`src/rtl/serial_mag_compare_ctrl.sv`:
```
// Serial magnitude-compare sequencer: walks two WIDTH-bit operands MSB-pair
// first through one shared external 2-bit comparator slice and stops at the
// first unequal pair.
module serial_mag_compare_ctrl #(
    parameter  int unsigned WIDTH = 8,
    localparam int unsigned SUW   = $clog2(WIDTH / 2 + 1)
) (
    input  logic             clk,
    input  logic             rst,
    input  logic             start,
    input  logic [WIDTH-1:0] a_in,
    input  logic [WIDTH-1:0] b_in,
    output logic             busy,
    output logic             done,
    output logic             a_gt_b,
    output logic             a_eq_b,
    output logic             a_lt_b,
    output logic [SUW-1:0]   slices_used,
    output logic             sl_a1,
    output logic             sl_a0,
    output logic             sl_b1,
    output logic             sl_b0,
    input  logic             sl_gt,
    input  logic             sl_eq,
    input  logic             sl_lt
);

    localparam int unsigned N    = WIDTH / 2;
    localparam int unsigned IDXW = (N > 1) ? $clog2(N) : 1;

    // Operand width must split into whole bit-pairs.
    if (WIDTH < 2 || (WIDTH % 2) != 0) begin : g_bad_width
        $error("serial_mag_compare_ctrl: WIDTH must be even and >= 2");
    end

    typedef enum logic {
        IDLE = 1'b0,
        CMP  = 1'b1
    } state_t;

    state_t           state_q, state_d;
    logic [WIDTH-1:0] a_q, a_d;
    logic [WIDTH-1:0] b_q, b_d;
    logic [IDXW-1:0]  idx_q, idx_d;
    logic             busy_d, done_d;
    logic             gt_d, eq_d, lt_d;
    logic [SUW-1:0]   su_d;
    logic [1:0]       pair_a, pair_b;

    // Current bit-pair of each operand, selected by idx.
    always_comb begin
        pair_a = 2'(a_q >> {idx_q, 1'b0});
        pair_b = 2'(b_q >> {idx_q, 1'b0});
    end

    // Slice inputs are only driven while a comparison is in flight.
    always_comb begin
        sl_a1 = 1'b0;
        sl_a0 = 1'b0;
        sl_b1 = 1'b0;
        sl_b0 = 1'b0;
        if (state_q == CMP) begin
            sl_a1 = pair_a[1];
            sl_a0 = pair_a[0];
            sl_b1 = pair_b[1];
            sl_b0 = pair_b[0];
        end
    end

    // Next-state and next-output logic; slice result priority is gt > lt > eq.
    always_comb begin
        state_d = state_q;
        a_d     = a_q;
        b_d     = b_q;
        idx_d   = idx_q;
        busy_d  = busy;
        done_d  = 1'b0;
        gt_d    = a_gt_b;
        eq_d    = a_eq_b;
        lt_d    = a_lt_b;
        su_d    = slices_used;
        unique case (state_q)
            IDLE: begin
                if (start) begin
                    a_d     = a_in;
                    b_d     = b_in;
                    idx_d   = IDXW'(N - 1);
                    gt_d    = 1'b0;
                    eq_d    = 1'b0;
                    lt_d    = 1'b0;
                    su_d    = '0;
                    busy_d  = 1'b1;
                    state_d = CMP;
                end
            end
            CMP: begin
                if (sl_gt || sl_lt || idx_q == '0) begin
                    // Decision reached: either an unequal pair or the last pair.
                    if (sl_gt) begin
                        gt_d = 1'b1;
                    end else if (sl_lt) begin
                        lt_d = 1'b1;
                    end else begin
                        eq_d = 1'b1;
                    end
                    busy_d  = 1'b0;
                    done_d  = 1'b1;
                    su_d    = SUW'(N) - SUW'(idx_q);
                    state_d = IDLE;
                end else begin
                    idx_d = idx_q - IDXW'(1);
                end
            end
            default: state_d = IDLE;
        endcase
    end

    // State and output registers.
    always_ff @(posedge clk or posedge rst) begin
        if (rst) begin
            state_q     <= IDLE;
            a_q         <= '0;
            b_q         <= '0;
            idx_q       <= '0;
            busy        <= 1'b0;
            done        <= 1'b0;
            a_gt_b      <= 1'b0;
            a_eq_b      <= 1'b0;
            a_lt_b      <= 1'b0;
            slices_used <= '0;
        end else begin
            state_q     <= state_d;
            a_q         <= a_d;
            b_q         <= b_d;
            idx_q       <= idx_d;
            busy        <= busy_d;
            done        <= done_d;
            a_gt_b      <= gt_d;
            a_eq_b      <= eq_d;
            a_lt_b      <= lt_d;
            slices_used <= su_d;
        end
    end

endmodule
```
`config.mk`:
```
export PLATFORM = sky130hd
export DESIGN_NAME = serial_mag_compare_ctrl
export DESIGN_NICKNAME = d
export VERILOG_FILES = /design/src/rtl/serial_mag_compare_ctrl.sv
export SDC_FILE = /design/constraint.sdc
export NUM_CORES = 1
export LEC_CHECK = 0
export BUFFER_PORTS_ARGS = -buffer_cell sky130_fd_sc_hd__buf_4
export CAP_MARGIN = 5
export CORE_UTILIZATION = 45
export DETAILED_ROUTE_END_ITERATION = 6
export PLACE_DENSITY = 0.71
export SLEW_MARGIN = 10
export SYNTH_ARGS = -nofsm -noshare
export SYNTH_HDL_FRONTEND = slang
export SYNTH_SLANG_ARGS = --single-unit
```
`constraint.sdc`:
```
create_clock -name clk -period 1.83 [get_ports clk]
set_input_delay 0.183 -clock clk [delete_from_list [all_inputs] [get_ports clk]]
set_output_delay 0.183 -clock clk [all_outputs]
set_load 0.005 [all_outputs]
```
### After elaboration in Yosys (flattened, before gate mapping)

Cells that the tools add are included.

| word-level totals | value |
|---|---|
| register bits | 27 |
| bits in latches | 0 |
| bits in writable memories | 0 |
| bits in read-only memories | 0 |
| input bits | 22 |
| output and inout port bits | 12 |
| word-level logic and storage cells | 61 |
| memories | 0 |

| operators by class | value |
|---|---|
| $add $sub $neg | 2 |
| multiply operators | 0 |
| divide/modulo/power cells | 0 |
| magnitude comparators | 0 |
| equal/unequal tests | 7 |
| shift-type cells | 2 |
| mux-type cells | 30 |
| bitwise logic cells | 1 |
| reduce and logical (&&, ||, !) cells | 9 |

Operator list:

| cell | count |
|---|---|
| 2-to-1 mux 1 bit | 19 |
| >> shifter 8 x 3 -> 2 bit | 2 |
| inequality test 2 bit (second input constant) | 6 |
| case mux 1 bit (2 select lines) | 5 |
| AND reduction 4 bit | 2 |
| 2-to-1 mux 3 bit | 2 |
| case mux 3 bit (2 select lines) | 1 |
| AND reduction 2 bit | 3 |
| 2-to-1 mux 2 bit | 2 |
| case mux 2 bit (2 select lines) | 1 |
| AND reduction 3 bit | 1 |
| subtractor 3 x 2 -> 3 bit (first input constant) | 1 |
| zero test 2 bit | 1 |
| logical OR 1 bit | 2 |
| inequality test 2 x 1 -> 1 bit (second input constant) | 1 |
| subtractor 2 x 1 -> 2 bit (second input constant) | 1 |
| inverter 1 bit | 1 |

### Logic depth before layout (Yosys ltp)

| logic depth | value |
|---|---|
| word-level depth | 4 |
| gate-level depth with buffers | 6 |
| depth with buffers taken out | 5 |

### Worst setup path after synthesis

Ideal clock, no wire load.

| timing path | value |
|---|---|
| kind | register -> register |
| from | register idx_q[0] |
| to | register idx_q[1] |
| library setup time | 82 ps |
| arrival | 1349 ps |
| required time | 1748 ps |
| path slack | 398 ps |
| stages on the path, launching flop included | 7 |
| path buffers | 1 |
| clock period less this slack | 1432 ps |
| cells stage by stage | dfrtp_1 > buf_6 > inv_1 > ha_1 > nor3_4 > mux2_1 > a22oi_2 |

| between the ends | value |
|---|---|
| word-level cells in the longest chain between the ends | 4 |
| elaborated cells on any way between the ends | 7 |
| classes of those cells | add/sub (1); eq/ne (1); mux (2); reduce/logical (3) |

RTL lines:

| what | RTL line | source |
|---|---|---|
| from (decl) | 44 | `logic [IDXW-1:0] idx_q, idx_d;` |
| from (signal assigned) | 135 | `idx_q <= idx_d;` |
| branches (longest 4 deep; another with subtractor 2 x 1 -> 2 bit) | n/a |  |

Several ways; the timed one is not identified. The select of a mux whose other input is x is not followed.
A chain may end at the register's enable or synchronous reset.

### Final worst setup path

| timing path | value |
|---|---|
| from | register idx_q[0] |
| to | output sl_b1 |

| between the ends | value |
|---|---|
| word-level cells in the longest chain between the ends | 2 |

RTL lines:

| what | RTL line | source |
|---|---|---|
| >> shifter 8 x 3 -> 2 bit | 53 | `pair_b = 2'(b_q >> {idx_q, 1'b0});` |
| 2-to-1 mux 1 bit | 62 | `if (state_q == CMP) begin` |
| to (decl) | 21 | `output logic sl_b1,` |

Every way passes these cells.

==> impl_metrics.env <==
export IMPL_synth_edf_count=0
export IMPL_grt_total_usage=0.1735
export IMPL_drive_gt1_frac=0.5299
export IMPL_worstPathMaxFanout=6
export IMPL_numCtsBuffers=3
export IMPL_cp_arrival_ps=1580
export IMPL_placed_cells=157
export IMPL_ys_types=25
export IMPL_final_common_cell="buf_4"
export IMPL_status="finished clean"
export IMPL_r2r_cells=6
export IMPL_synth_ff_type="dfrtp_1"
export IMPL_pin_count=34
export IMPL_cts_sinks=27
export IMPL_first_global_vias=850
export IMPL_syn_inst=93
export IMPL_drcViolationCount=0
export IMPL_hpwl_mm=1.634
export IMPL_die_height_um=54.44
export IMPL_hp_start="a_in[1]"
export IMPL_synth_top_family_by_area="multiplexers"
export IMPL_cts_max_path_buffers=2
export IMPL_seq_area_frac_synth=0.5460
export IMPL_worstHoldPathType="in2reg"
export IMPL_max_freq_ghz=0.5662
export IMPL_coreArea_um2=2545
export IMPL_synth_compound_area_frac=0.06876
export IMPL_avgViaCountPerCell=5.122
export IMPL_syn_nets=117
export IMPL_worst_slew_pin_slew_ps=328.1
export IMPL_gr_total_overflow=0
export IMPL_port_buffers=32
export IMPL_min_to="a_q[1]"
export IMPL_antenna_found_initial=0
export IMPL_clkSlewWorstSetupHoldPaths_ps=130
export IMPL_cts_tree="yes"
export IMPL_clkLatencyLatePin_ps=310
export IMPL_total_power_uw=1372
export IMPL_p_per_area_nw_per_um2=853.4
export IMPL_yosysWarnings=0
export IMPL_p_seq_frac=0.545
export IMPL_dieArea_um2=2964
export IMPL_root_buffer="clkbuf_4"
export IMPL_p_leak_uw=0.0007704
export IMPL_die_w_um=54.44
export IMPL_maxSlewViolCount=0
export IMPL_switching_share=0.2523
export IMPL_path_class="reg2out"
export IMPL_r2r_end="slices_used[1]"
export IMPL_synth_simple_gate_area_frac=0.08392
export IMPL_maxSlewHeadroom=0.7785
export IMPL_worstSetupStartpointType="flip-flop"
export IMPL_layout_common_cells="buf_4 (36), dfrtp_1 (26), mux2_2 (16), inv_1 (7), nor2_1 (7)"
export IMPL_fin_worst_skew_ps=1.347
export IMPL_n_antenna_cell=0
export IMPL_start_util=0.4862
export IMPL_fin_cells=164
export IMPL_fin_util=0.6318
export IMPL_dr_pass1_iters=4
export IMPL_internal_power_uw=1026
export IMPL_period_needed_ps=1766
export IMPL_grt_start_max_net_pins=28
export IMPL_nets=159
export IMPL_wire_per_inst_um=13.27
export IMPL_gp_congestion=0.7829
export IMPL_post_route_period_util=0.9650
export IMPL_hold_viol_final=0
export IMPL_rsz0062_at_grt="true"
export IMPL_maxCapViolations=0
export IMPL_clockPowerShare=0.176
export IMPL_drt_antenna_violating_nets=0
export IMPL_async_reset_ff_frac=1.000
export IMPL_cp_end_kind="output port"
export IMPL_cts_max_level=1
export IMPL_area_delta_synth_final_pct=29.93
export IMPL_synthMuxAreaShare=0.2356
export IMPL_r2r_slack_ps=200
export IMPL_cp_required_ps=1650
export IMPL_drtIter0Drc=5
export IMPL_synthAdderAreaFrac=0.02022
export IMPL_p_comb_frac=0.280
export IMPL_setup_viol=0
export IMPL_switchingPower_uw=346.2
export IMPL_core_rowCount=18
export IMPL_syn_area_per_cell_um2=13.31
export IMPL_synth_area_um2=1237
export IMPL_totalWireLength_mm=2.176
export IMPL_whs_path_depth=2
export IMPL_via_count=840
export IMPL_grt_pass1_wl_mm=3.615
export IMPL_ir_worst_vdd_v=0.0005903
export IMPL_synth_seq_cells=27
export IMPL_yosys_area_share_xor_xnor=0
export IMPL_reg2reg_from="idx_q[0]"
==> how the worst max path moves through the flow <==
stage	startpoint	end	slack, ps	depth (start not counted)
3_3_place_gp	idx_q[0]	slices_used[1]	200	5
2_1_floorplan	idx_q[0]	idx_q[1]	400	6
3_5_place_dp	idx_q[0]	slices_used[1]	140	5
5_1_grt	idx_q[0]	sl_b1	-30	3
4_1_cts	idx_q[0]	sl_b1	5	3
6_report	idx_q[0]	sl_b1	60	3
==> logic make-up (layout without fill, tap and decap cells) <==
kind of cell	count (synthesis)	after routing
simple gates	19	19
compound gates	12	12
mux	22	22
fa+ha+maj	2	2
buf+inv	11	52
flops	27	27
==> area by class of cell <==
type,instances,area [µm²]
clock buffer,4,26.28
fill,211,937.1
inverter,7,26.28
multi-input combinational,55,515.5
sequential,27,676.9
tap,30,37.54
timing repair buffer,41,325.3
==> synth_stat cells (all sizes together) (3+ instances only) <==
cell type,n,area (µm²)
dfrtp,27,675.7
mux2,17,191.4
inv,7,26.28
nor2,7,26.28
and2,4,25.02
mux4,4,90.09
nand2,4,15.01
a21oi,3,15.01
buf,3,26.27
==> metal layers <==
metal	global-route usage	wire, µm	vias up
li1	-	-	411
met1	0.2157	985	409
met2	0.3028	1114	18
met3	0.02500	63	2
met4	0.06410	12	0
met5	0	0	-
==> power by group through the flow <==
stage	sequential, µW	clock, µW	combinational, µW
after global placement	756	0	341
final	748	241	384
after CTS	751	259	357
after detailed placement	764	0	349
after floorplan	745	0	225
after global routing	763	283	422
==> critical path, stage by stage, from the launching register on <==
cell,delay [ps]
dfrtp_2,480
mux4_2,510
and2_4,170
buf_6,100
==> flip-flops by register name (all words and copies together) (netlist names) <==
signal / flops
a_q: 8
state_q: 1
a_lt_b: 1
done: 1
a_gt_b: 1
slices_used: 3
busy: 1
a_eq_b: 1
b_q: 8
idx_q: 2
==> metrics by stage <==
step / area [µm²] / hold WS (ps) / setup TNS [ps] / setup WS (ps)
CTS: 1575 / 81.45 / 0 / 4.656
finish: 1608 / 95.09 / 0 / 63.97
detailed placement: 1530 / 271.1 / 0 / 138.7
floorplan: 1237 / 235.7 / 0 / 398.5
global route: 1608 / 67.89 / -59.33 / -28.36
global placement: 1530 / 265.3 / 0 / 198.9
==> what timing repair did <==
| item | 4_1_cts | 5_1_grt |
|---|---|---|
| endpoints found under the hold margin | 27 | 0 |
| gates cloned | 0 | 0 |
| buffers inserted | 1 | 1 |
| pin swaps | 0 | 1 |
| setup endpoints to repair | 4 | 4 |
| gates resized for setup | 1 | 8 |
| hold buffers | 1 | 0 |
(Power assumes the default switching activity.)
